`src/rtl/fifo_pkg.sv`:
```
// Shared FIFO definitions: read-mode encodings and pointer/width helpers,
// intended for reuse by the single- and multi-channel FIFOs.
package fifo_pkg;

    typedef enum int {
        RD_FWFT = 0,
        RD_REG  = 1
    } read_mode_e;

    function automatic int clog2(input int value);
        int result;
        result = 0;
        for (int i = 0; i < 31; i++) begin
            if ((1 << i) < value) begin
                result = i + 1;
            end
        end
        return result;
    endfunction

    // One extra wrap bit lets a full FIFO be told apart from an empty one.
    function automatic int ptr_width(input int cells);
        return clog2(cells) + 1;
    endfunction

endpackage

```
`src/rtl/fifo_param_if.sv`:
```
// Streaming FIFO bus: write side, read side, flush and status.
// The master modport is the user of the FIFO, the slave modport is the FIFO itself.
interface fifo_param_if
    import fifo_pkg::*;
#(
    parameter int depth = 64,
    parameter int size  = 8
);
    localparam int CNT_W = ptr_width(depth);

    logic             clear;
    logic [size-1:0]  datain;
    logic             enw;
    logic             full;
    logic             almost_full;
    logic             enr;
    logic [size-1:0]  dataout;
    logic             dout_valid;
    logic             empty;
    logic             almost_empty;
    logic [CNT_W-1:0] count;
    logic             overflow;
    logic             underflow;

    modport master (
        output clear, datain, enw, enr,
        input  full, almost_full, dataout, dout_valid, empty, almost_empty,
               count, overflow, underflow
    );

    modport slave (
        input  clear, datain, enw, enr,
        output full, almost_full, dataout, dout_valid, empty, almost_empty,
               count, overflow, underflow
    );

endinterface

```
`src/rtl/fifo_param_ram.sv`:
```
// Simple dual-port storage for the FIFO: one write port, one read port that is
// asynchronous (fall-through) or registered, selected by READ_MODE. No reset.
module fifo_param_ram
    import fifo_pkg::*;
#(
    parameter int depth     = 64,
    parameter int size      = 8,
    parameter int READ_MODE = 0,
    parameter int ADDR_W    = clog2(depth)
) (
    input  logic              clk,
    input  logic              i_we,
    input  logic [ADDR_W-1:0] i_waddr,
    input  logic [size-1:0]   i_wdata,
    input  logic              i_re,
    input  logic [ADDR_W-1:0] i_raddr,
    output logic [size-1:0]   o_rdata
);

    logic [size-1:0] r_mem [depth];

    always_ff @(posedge clk) begin
        if (i_we) begin
            r_mem[i_waddr] <= i_wdata;
        end
    end

    generate
        if (READ_MODE == int'(RD_REG)) begin : g_syncRead
            logic [size-1:0] r_rdata;

            always_ff @(posedge clk) begin
                if (i_re) begin
                    r_rdata <= r_mem[i_raddr];
                end
            end

            assign o_rdata = r_rdata;
        end else begin : g_asyncRead
            logic w_unusedRe;

            assign w_unusedRe = i_re;
            assign o_rdata    = r_mem[i_raddr];
        end
    endgenerate

endmodule

```
`src/rtl/fifo_param.sv`:
```
// Parametrised streaming FIFO with wrap-bit pointers, occupancy, programmable
// almost-full/almost-empty, sticky overflow/underflow, flush and two read modes.
module fifo_param
    import fifo_pkg::*;
#(
    parameter int depth     = 64,
    parameter int size      = 8,
    parameter int AF_LEVEL  = 56,
    parameter int AE_LEVEL  = 8,
    parameter int READ_MODE = 0
) (
    input  logic         clk,
    input  logic         rst,
    fifo_param_if.slave  bus
);

    localparam int ADDR_W = clog2(depth);
    localparam int PTR_W  = ptr_width(depth);

    logic [PTR_W-1:0] r_wrPtr;
    logic [PTR_W-1:0] r_rdPtr;
    logic             r_overflow;
    logic             r_underflow;
    logic             r_doutValid;
    logic             r_popSeen;

    logic [PTR_W-1:0] w_count;
    logic             w_empty;
    logic             w_full;
    logic             w_rdAcc;
    logic             w_wrAcc;
    logic [size-1:0]  w_ramData;

    assign w_count = r_wrPtr - r_rdPtr;
    assign w_empty = (w_count == '0);
    assign w_full  = (w_count == PTR_W'(depth));

    // A full FIFO still takes a write when a pop frees the head cell in the same cycle.
    assign w_rdAcc = bus.enr && !w_empty;
    assign w_wrAcc = bus.enw && (!w_full || bus.enr);

    always_ff @(posedge clk or negedge rst) begin
        if (!rst) begin
            r_wrPtr     <= '0;
            r_rdPtr     <= '0;
            r_overflow  <= 1'b0;
            r_underflow <= 1'b0;
            r_doutValid <= 1'b0;
            r_popSeen   <= 1'b0;
        end else if (bus.clear) begin
            r_wrPtr     <= '0;
            r_rdPtr     <= '0;
            r_overflow  <= 1'b0;
            r_underflow <= 1'b0;
            r_doutValid <= 1'b0;
        end else begin
            if (w_wrAcc) begin
                r_wrPtr <= r_wrPtr + 1'b1;
            end
            if (w_rdAcc) begin
                r_rdPtr   <= r_rdPtr + 1'b1;
                r_popSeen <= 1'b1;
            end
            if (bus.enw && !w_wrAcc) begin
                r_overflow <= 1'b1;
            end
            if (bus.enr && w_empty) begin
                r_underflow <= 1'b1;
            end
            r_doutValid <= (READ_MODE == int'(RD_REG)) && w_rdAcc;
        end
    end

    fifo_param_ram #(
        .depth     (depth),
        .size      (size),
        .READ_MODE (READ_MODE),
        .ADDR_W    (ADDR_W)
    ) u_ram (
        .clk     (clk),
        .i_we    (w_wrAcc && !bus.clear),
        .i_waddr (r_wrPtr[ADDR_W-1:0]),
        .i_wdata (bus.datain),
        .i_re    (w_rdAcc && !bus.clear),
        .i_raddr (r_rdPtr[ADDR_W-1:0]),
        .o_rdata (w_ramData)
    );

    // The resetless read register is masked to zero until the first pop after reset.
    assign bus.dataout      = ((READ_MODE == int'(RD_REG)) && !r_popSeen) ? '0 : w_ramData;
    assign bus.dout_valid   = r_doutValid;
    assign bus.count        = w_count;
    assign bus.empty        = w_empty;
    assign bus.full         = w_full;
    assign bus.almost_full  = (w_count >= PTR_W'(AF_LEVEL));
    assign bus.almost_empty = (w_count <= PTR_W'(AE_LEVEL));
    assign bus.overflow     = r_overflow;
    assign bus.underflow    = r_underflow;

endmodule

```
`src/flat_wrapper.sv`:
```
// flat-port wrapper written by rule: the top's interface ports become plain ports
module fifo_param_flat import fifo_pkg::*;
#(
    parameter int depth     = 64,
    parameter int size      = 8,
    parameter int AF_LEVEL  = 56,
    parameter int AE_LEVEL  = 8,
    parameter int READ_MODE = 0
)
  (clk, rst, bus_clear, bus_datain, bus_enw, bus_enr, bus_full, bus_almost_full, bus_dataout, bus_dout_valid, bus_empty, bus_almost_empty, bus_count, bus_overflow, bus_underflow);
  fifo_param_if #(.depth(depth), .size(size)) bus_i ();
  input  logic clk;
  input  logic rst;
  input wire logic [$bits(bus_i.clear)-1:0] bus_clear;
  input wire logic [$bits(bus_i.datain)-1:0] bus_datain;
  input wire logic [$bits(bus_i.enw)-1:0] bus_enw;
  input wire logic [$bits(bus_i.enr)-1:0] bus_enr;
  output wire logic [$bits(bus_i.full)-1:0] bus_full;
  output wire logic [$bits(bus_i.almost_full)-1:0] bus_almost_full;
  output wire logic [$bits(bus_i.dataout)-1:0] bus_dataout;
  output wire logic [$bits(bus_i.dout_valid)-1:0] bus_dout_valid;
  output wire logic [$bits(bus_i.empty)-1:0] bus_empty;
  output wire logic [$bits(bus_i.almost_empty)-1:0] bus_almost_empty;
  output wire logic [$bits(bus_i.count)-1:0] bus_count;
  output wire logic [$bits(bus_i.overflow)-1:0] bus_overflow;
  output wire logic [$bits(bus_i.underflow)-1:0] bus_underflow;
  assign bus_i.clear = bus_clear;
  assign bus_i.datain = bus_datain;
  assign bus_i.enw = bus_enw;
  assign bus_i.enr = bus_enr;
  assign bus_full = bus_i.full;
  assign bus_almost_full = bus_i.almost_full;
  assign bus_dataout = bus_i.dataout;
  assign bus_dout_valid = bus_i.dout_valid;
  assign bus_empty = bus_i.empty;
  assign bus_almost_empty = bus_i.almost_empty;
  assign bus_count = bus_i.count;
  assign bus_overflow = bus_i.overflow;
  assign bus_underflow = bus_i.underflow;
  fifo_param #(.depth(depth), .size(size), .AF_LEVEL(AF_LEVEL), .AE_LEVEL(AE_LEVEL), .READ_MODE(READ_MODE)) u_core (.clk(clk), .rst(rst), .bus(bus_i));
endmodule
```
`config.mk`:
```
export PLATFORM = sky130hd
export DESIGN_NAME = fifo_param_flat
export DESIGN_NICKNAME = d
export VERILOG_FILES = /design/src/rtl/fifo_pkg.sv /design/src/rtl/fifo_param_if.sv /design/src/rtl/fifo_param_ram.sv /design/src/rtl/fifo_param.sv /design/src/flat_wrapper.sv
export SDC_FILE = /design/constraint.sdc
export NUM_CORES = 1
export LEC_CHECK = 0
export CORE_AREA = 3 3 158 313
export DETAILED_ROUTE_END_ITERATION = 16
export DIE_AREA = 0 0 161 316
export HOLD_SLACK_MARGIN = 0.08
export MAX_ROUTING_LAYER = met4
export PLACE_DENSITY = 0.69
export SLEW_MARGIN = 20
export SYNTH_ARGS = -nofsm -noshare
export SYNTH_HDL_FRONTEND = slang
export SYNTH_SLANG_ARGS = --single-unit
```
`constraint.sdc`:
```
create_clock -name clk -period 4.8 [get_ports clk]
set_clock_uncertainty 0.05 [all_clocks]
set_input_delay 0.72 -clock clk [delete_from_list [all_inputs] [get_ports clk]]
set_output_delay 0.72 -clock clk [all_outputs]
set_load 0.01 [all_outputs]
```
# Word-level counts from Yosys, hierarchy flattened
# Memories as Yosys holds them, arrays and structs flattened.
# Index checks and enable logic that the tools add are counted.
# totals
ff_bits,16
n_memories,1
output_inout_bits,22
word_cells,36
mem_bits_rw,512
inputBits,13
# classes
n_reduce_logical,15
order_cmp,2
muxes,10
n_addsub,3
eq_ne,1
# mem_list
name,depth,word_bits,read_ports,rd_ports_with_merged_regs,write_ports,line,rtl
u_core.u_ram.r_mem,64,8,1,0,1,fifo_param_ram.sv:20,logic [size-1:0] r_mem [depth];
# ops
operator,n
$mux W7,4
$add A7 B1 Y7 const B,2
$reduce_bool A2 Y1,4
$eq A7 B7 Y1 const B,1
$ge A7 B6 Y1 const B,1
$le A7 B4 Y1 const B,1
$logic_not A7 Y1,1
$sub A7 B7 Y7,1
$mux W1,6
$logic_and A1 B1 Y1,5
$logic_not A1 Y1,4
$logic_or A1 B1 Y1,1

# Logic depth before layout (Yosys ltp)
# Gate-level depths: netlist (run 1).
# logic_depth
ltp_word,9
ltp_mapped,12
depth_no_buf,11

# By module
# Synthesis (run 1) repeated with hierarchy kept, for this count alone.
# unflattened
cells_unflattened,1071
area_unflattened_um2,21236.6
# modules_own_cells
module,n_inst,area_per_inst_um2,seq_area_each_um2,cells_per_inst
fifo_param_ram,1,20006.7,15374.7,932
fifo_param,1,1229.9,400.4,139

# Worst setup path after synthesis (run 1)
# Ideal clock, no wire load.
# synth_path
path_kind,register -> register
start,register u_core.r_rdPtr[1]
end,"memory u_core.u_ram.r_mem[10][0], enable pin"
arrival_ns,3.616
setup_ns,0.395
path_slack_ns,0.739
synth_period_minus_slack_ns,4.061
path_stages_with_launch,13
required_ns,4.355
n_path_buf,4
path_cell_list,dfrtp_1 > clkbuf_1 > buf_2 > clkbuf_1 > inv_1 > fa_1 > a211oi_1 > o21bai_1 > a21oi_1 > xor2_1 > nor2_2 > buf_2 > nor4_1
# synth_via
elab_chain_cells,8
# synth_lines
item,line,rtl
from (decl),fifo_param.sv:21,logic [PTR_W-1:0] r_rdPtr;
from (signal assigned),fifo_param.sv:61,r_rdPtr <= r_rdPtr + 1'b1;
$sub A7 B7 Y7,fifo_param.sv:34,assign w_count = r_wrPtr - r_rdPtr;
$eq A7 B7 Y1,fifo_param.sv:36,assign w_full = (w_count == PTR_W'(depth));
$logic_not A1 Y1,fifo_param.sv:40,assign w_wrAcc = bus.enw && (!w_full || bus.enr);
$logic_or A1 B1 Y1,fifo_param.sv:40,
$logic_and A1 B1 Y1,fifo_param.sv:40,
$logic_and A1 B1 Y1,fifo_param.sv:81,".i_we (w_wrAcc && !bus.clear),"
$mux W1,fifo_param_ram.sv:23,if (i_we) begin
$mux W1 (not written as such),fifo_param_ram.sv:24,r_mem[i_waddr] <= i_wdata;
to (decl),fifo_param_ram.sv:20,
# Every way passes these cells.

# Worst setup path in the final report (run 1)
# layout_path
start,register u_core.r_rdPtr[0]
end,output bus_dataout[4]
# layout_via
elab_chain_cells,1
# layout_lines
item,line,rtl
$mem_v2 Z64 W8,--,
to (decl),flat_wrapper.sv:20,output wire logic [$bits(bus_i.dataout)-1:0] bus_dataout;
# Every way passes these cells.

==> flow_summary.yaml, run 1 <==
status:
  status: "completed"
setup_path:
  critPathKind: "reg -> out"
  startpoint: "u_core.r_rdPtr[0]$_DFFE_PN0P_"
  crit_chain: "buf_12 > buf_4 > mux4_2 > mux4_2 > a22oi_1 > nand2_1 > clkdlybuf4s50_1"
  worst_r2r_startpoint: "u_core.r_wrPtr[0]$_DFFE_PN0P_"
  cp-start-kind: "flip-flop"
  r2r_slack_ns: 1.02
  cp_slowest_cell: "mux4_2"
  crit_fanout: 29
  critPathMaxStageDelay_ns: 0.55
  cp.required_ns: 4.03
  cp_common_cell: "mux4_2"
  critPathCaptureType: "primary output"
  arrival_ns: 3.87
cells_and_area:
  stdcell_count: 1754
  area_growth_pct: 14.3
  drive_gt1_frac: 0.307
  fin_nets: 1114
  diodes: 0
placement:
  portBuffers: 33
  place_hpwl_um: 31600
  pre_cts_ws_ns: 0.692
  gp_congestion: 0.841
  dpl.cell_count: 1682
timing:
  slew_headroom: 0.445
  layout_min_cycle_time_ns: 4.64
  setup_viol: 0
  hold_viol: 0
  rsz0062_at_grt: "false"
  finalWorstSetupSlack_ns: 0.156
  fmax_mhz: 215
  worst_pin_slew_ns: 0.830
  finalMaxSlewViolations: 0
  tns_ns: 0
  fin_crit_sh: 0.967
detailed_routing:
  dr.pass1.iters: 5
  postRouteAntennaNets: 0
  wl_per_cell_um: 28.2
  drc: 0
  num_vias: 10300
  drt_wl_total_um: 49400
  drtIter0Drc: 1029
  vias_per_cell: 5.90
synthesis:
  yosysWarnings: 0
  ys_top_cells_by_area: "edfxtp_1, mux4_2, dfrtp_1, nor3_1, nor4_1"
  synth_area_leader_cell: "edfxtp_1"
  synth_cell_types: 51
  ys.flop_type: "edfxtp_1"
  yosysSeqAreaShare: 0.744
  syn_inst: 989
  ys_seq_elements: 528
  syn-num-nets: 1011
  synthArstFlopShare: 0.0303
  syn_area_per_cell_um2: 21.4
  synth_enable_flop_cells: 512
  synth_top_area_share: 0.725
  synth_area_um2: 21200
global_routing:
  gr-total-overflow: 0
  grt_usage: 0.203
  grt_pass1_wl_um: 72500
  antenna_found_initial: 0
  grt_max_degree: 104
  grt_pass1_vias: 10900
power_and_ir_drop:
  p_seq_frac: 0.489
  power-per-cell-area_nw_per_um2: 429
  p_int_mw: 7.99
  swShare: 0.232
  ir_drop_mv: 0.252
  power.leakage_nw: 7.57
  p_clk_frac: 0.355
  pwr-share-comb: 0.156
  net-switching-power_mw: 2.41
die:
  start_util: 0.446
  fp.dieH_um: 316
  dieArea_um2: 50900
  io_pins: 35
  core_um2: 47500
  rows: 113
  die_w_um: 161
cts:
  path_clk_slew_ns: 0.07
  cts_buffer_depth: 3
  clk_latency_ns: 0.55
  tritoncts: "done"
  h-tree-depth: 2
  numCtsBuffers: 40
  cts_setup_buffers: 0
  hold_buffers: 0
  cts_num_sinks: 528
  cts_resized: 0
  root_buffer: "clkbuf_16"
hold_path:
  worstHoldStart: "u_core.bus.underflow$_DFFE_PN0P_"
  hold_class: "reg -> reg"
run:
  cap_viol_max_count: 0
[cells in the final DEF, fill, tap and decap left out, types with 14 or more instances in the layout]
cell,n
clkdlybuf4s50_1,25
clkbuf_16,41
a22oi_1,16
nor4_1,15
mux4_2,160
nor3_1,35
nor2_1,29
buf_4,91
edfxtp_1,512
nand2_1,17
dfrtp_1,14
[state kept, by name (all words and copies together) (netlist names)]
signal	cells
u_core.r_wrPtr	7
u_core.bus.overflow	1
u_core.u_ram.r_mem	512
u_core.bus.underflow	1
u_core.r_rdPtr	7
[synthesized netlist by cell type (2+ instances only)]
| library cell | n |
|---|---|
| a211oi_1 | 3 |
| a21boi_1 | 2 |
| a21o_1 | 3 |
| a21oi_1 | 8 |
| a22oi_1 | 16 |
| a31oi_1 | 2 |
| and2_1 | 4 |
| and3b_1 | 4 |
| buf_1 | 10 |
| buf_2 | 14 |
| buf_4 | 4 |
| buf_6 | 5 |
| clkbuf_1 | 30 |
| dfrtp_1 | 16 |
| edfxtp_1 | 512 |
| ha_1 | 8 |
| inv_1 | 9 |
| inv_2 | 2 |
| mux2_1 | 11 |
| mux2i_1 | 3 |
| mux4_2 | 160 |
| nand2_1 | 17 |
| nand2b_1 | 7 |
| nand3_1 | 3 |
| nand3b_1 | 3 |
| nand4_1 | 4 |
| nor2_1 | 29 |
| nor2b_1 | 8 |
| nor3_1 | 35 |
| nor3b_1 | 4 |
| nor4_1 | 24 |
| o21ai_0 | 2 |
| o21ai_1 | 2 |
| or2_2 | 5 |
| or3_1 | 3 |
| xor2_1 | 2 |
[through the flow]
stage               area (µm²)  total power, mW   util  hold WS [ns]
floorplan                21200             6.26      -         0.374
global placement         22800             6.82  0.479         0.430
detailed placement       22800             6.84  0.479         0.442
CTS                      24200             10.5  0.510         0.458
global route             24200             10.7  0.510         0.478
finish                   24200             10.4  0.510         0.454
[power by group through the flow]
stage	logic [mW]	registers, mW	clock network [mW]
after global placement	1.64	5.18	0
final	1.62	5.08	3.69
after global routing	1.71	5.08	3.91
after floorplan	1.08	5.18	0
after detailed placement	1.65	5.19	0
after CTS	1.66	5.08	3.75
[path summary, 6_finish.rpt]
path                                                       end  cells past startpoint
max                                             bus_dataout[4]                      7
min                           u_core.bus.underflow$_DFFE_PN0P_                      2
max reg2reg                u_core.u_ram.r_mem[58][5]$_DFFE_PP_                     13
min reg2reg                   u_core.bus.underflow$_DFFE_PN0P_                      2
max in group asynchronous        u_core.r_rdPtr[0]$_DFFE_PN0P_                      1
min in group asynchronous        u_core.r_wrPtr[1]$_DFFE_PN0P_                      1
[area by class of cell]
cell class,count,area (µm²)
clock inverter,28,405
fill,3758,23300
inverter,11,41.3
clock buffer,44,1050
sequential,528,15800
tap,632,791
multi-input combinational,387,5130
timing repair buffer,124,1020
[worst max-delay path: cells and delay by family, from the launching register on]
family / cells / cell delay, ns
buf+inv: 3 / 1.21
mux: 2 / 1.09
flops: 1 / 0.44
compound gates: 1 / 0.42
simple gates: 1 / 0.13
[layer usage]
| metal | vias up | track usage | share of wire |
|---|---|---|---|
| met3 | 115 | 0.0169 | 0.034 |
| met1 | 5550 | 0.218 | 0.34 |
| li1 | 4351 | - | - |
| met2 | 325 | 0.377 | 0.57 |
| met4 | 0 | 0.0955 | 0.053 |
| met5 | - | - | 0 |
[logic make-up after synthesis]
kind of cell	count (synthesis)	share of synthesized area
DFF	528	0.744
muxes	174	0.177
and+or+nand+nor	153	0.0386
buffers and inverters	74	0.0164
AOI/OAI and AO/OA	47	0.0163
adders and majority gates	9	0.00567
xor gates and xnor gates	3	0.00124
other	1	0.000177
Power figures use the tool's default switching activity.
==> run 2, diff against run 1 <==
--- a/config.mk
+++ b/config.mk
@@ -5,12 +5,12 @@
 export SDC_FILE = /design/constraint.sdc
 export NUM_CORES = 1
 export LEC_CHECK = 0
-export CORE_AREA = 3 3 158 313
+export CORE_AREA = 3 3 210 418
 export DETAILED_ROUTE_END_ITERATION = 16
-export DIE_AREA = 0 0 161 316
+export DIE_AREA = 0 0 213 421
 export HOLD_SLACK_MARGIN = 0.08
 export MAX_ROUTING_LAYER = met4
-export PLACE_DENSITY = 0.69
+export PLACE_DENSITY = 0.48
 export SLEW_MARGIN = 20
 export SYNTH_ARGS = -nofsm -noshare
 export SYNTH_HDL_FRONTEND = slang
==> constraint.sdc (replaced) <==
create_clock -name clk -period 4.8 [get_ports clk]
set_clock_uncertainty 0.05 [all_clocks]
set_input_delay 0.72 -clock clk [delete_from_list [all_inputs] [get_ports clk]]
set_output_delay 0.72 -clock clk [all_outputs]
set_load 0.1 [all_outputs]
==> run 2 against run 1 <==
  * Total power increased by 5.1%
  * Global-route usage decreased by 7.3 points
  * Non-clock buffer count unchanged
  * Largest cell class unchanged
  * Largest power group unchanged
  * Highest routed layer unchanged
==> flow_summary.yaml, run 2 (synthesis gave the netlist of run 1 again) <==
cts:
  tritoncts: "done"
  cts_num_sinks: 528
  cts_buffer_depth: 3
  hold_buffers: 0
  cts_setup_buffers: 0
  h-tree-depth: 2
  path_clk_slew_ns: 0.07
  root_buffer: "clkbuf_16"
  cts_resized: 0
  clk_latency_ns: 0.57
  numCtsBuffers: 43
power_and_ir_drop:
  p_seq_frac: 0.468
  net-switching-power_mw: 3.08
  p_clk_frac: 0.321
  swShare: 0.282
  power-per-cell-area_nw_per_um2: 439
  pwr-share-comb: 0.210
  p_int_mw: 7.84
  power.leakage_nw: 7.60
  ir_drop_mv: 0.229
global_routing:
  grt_pass1_wl_um: 81000
  grt_pass1_vias: 10900
  grt_max_degree: 72
  antenna_found_initial: 0
  gr-total-overflow: 0
  grt_usage: 0.130
timing:
  hold_viol: 0
  finalWorstSetupSlack_ns: 0.327
  worst_pin_slew_ns: 1.01
  rsz0062_at_grt: "false"
  finalMaxSlewViolations: 0
  fin_crit_sh: 0.932
  hold_ws_ns: 0.485
  setup_viol: 0
  tns_ns: 0
  fmax_mhz: 224
  layout_min_cycle_time_ns: 4.47
  slew_headroom: 0.319
die:
  die_w_um: 213
  rows: 151
  start_util: 0.250
  core_um2: 84800
  io_pins: 35
  dieArea_um2: 89700
  fp.dieH_um: 421
setup_path:
  critPathCaptureType: "primary output"
  cp_slowest_cell: "dfrtp_4"
  cp_top_family: "multiplexers"
  cp.required_ns: 4.03
  crit_chain: "buf_12 > mux4_2 > mux4_2 > a22oi_1 > nand2_1 > buf_12"
  crit_buf_inv: 2
  arrival_ns: 3.70
  critPathMaxStageDelay_ns: 0.63
  cp-start-kind: "flip-flop"
  crit_fanout: 62
  critPathKind: "reg -> out"
cells_and_area:
  mostFrequentLayoutCell: "edfxtp_1"
  diodes: 0
  area_growth_pct: 17.3
  most-common-layout-cells: "edfxtp_1, mux4_2, buf_4"
  fin_nets: 1117
  top_register: "u_core.u_ram.r_mem"
  reg.largest.list: "u_core.u_ram.r_mem: 512 flops, u_core.r_rdPtr: 7 flops, u_core.r_wrPtr: 7 flops"
  largest_register_ffs: 512
  drive_gt1_frac: 0.329
  final_area_um2: 24900
detailed_routing:
  m1WireLength_um: 18400
  drc: 0
  routed.top_layer: "met4"
  drtIter0Drc: 578
  drt_wl_total_um: 56000
  vias_per_cell: 4.53
  routed-wl-met3_um: 1280
  postRouteAntennaNets: 0
  wl_per_cell_um: 25.5
  dr_wl_met2_um: 34300
  dr.pass1.iters: 4
  num_vias: 9958
hold_path:
  hold_class: "reg -> reg"
placement:
  portBuffers: 33
  place_hpwl_um: 37700
  place_area_um2: 23500
  gp_congestion: 0.819
  pre_cts_ws_ns: 0.790
status:
  status: "completed"
run:
  cap_viol_max_count: 0
run 2: cell types whose count changed in the layout (fill, tap and decap cells not counted), sizes merged:
cell,delta
buf,+19
clkinv,+3
clkbuf,+7
clkdlybuf4s50,-19
clkinvlp,-2
bufinv,-5
run 2: area by class of cell:
type	count	area (µm²)
inverters	11	55.1
flip-flops and latches	528	15800
repair buffers	124	1130
clock buffers	51	1110
clock inverters	24	236
fillers	8103	60000
well taps	1071	1340
multi-input cells	387	5210
run 2: worst paths after layout:
check	startpoint	endpoint	slack, ns	cells past startpoint
setup reg to reg	u_core.r_rdPtr[0]$_DFFE_PN0P_	u_core.u_ram.r_mem[8][6]$_DFFE_PP_	0.83	11
hold / removal	u_core.bus.overflow$_DFFE_PN0P_	u_core.bus.overflow$_DFFE_PN0P_	0.49	2
min in group asynchronous	rst	u_core.r_wrPtr[6]$_DFFE_PN0P_	0.59	1
hold reg to reg	u_core.bus.overflow$_DFFE_PN0P_	u_core.bus.overflow$_DFFE_PN0P_	0.49	2
setup / recovery	u_core.r_rdPtr[0]$_DFFE_PN0P_	bus_dataout[0]	0.33	6
max in group asynchronous	rst	u_core.r_rdPtr[0]$_DFFE_PN0P_	3.47	1
run 2: worst register-to-register path, stage by stage, from the launching register on:
cell       delay (ns)
dfrtp_4          0.63
ha_1             0.25
inv_1            0.06
fa_2             0.39
xor2_2           0.20
or3_1            0.39
a21oi_1          0.22
o2111ai_1        0.28
nor2_4           0.45
buf_4            0.44
nor3_1           0.12
buf_4            0.22
run 2: per-stage QoR:
stage,power [mW],util,std cells
6_report,10.9,0.293,2196
5_1_grt,11.3,0.293,2196
4_1_cts,11.1,0.293,2196
3_5_place_dp,7.59,0.277,2121
3_3_place_gp,7.58,0.277,2121
2_1_floorplan,6.78,-,989
run 2: routing by layer:
layer	vias to the layer above	GRT usage
met4	0	0.0477
met1	5340	0.123
met5	-	-
li1	4365	-
met2	170	0.262
met3	83	0.0110
run 2: power groups by stage:
stage / Combinational [mW] / Sequential (mW) / Clock [mW]
final: 2.30 / 5.12 / 3.51
after CTS: 2.37 / 5.12 / 3.62
after floorplan: 1.58 / 5.19 / 0
after global routing: 2.41 / 5.12 / 3.77
after global placement: 2.37 / 5.22 / 0
after detailed placement: 2.37 / 5.22 / 0
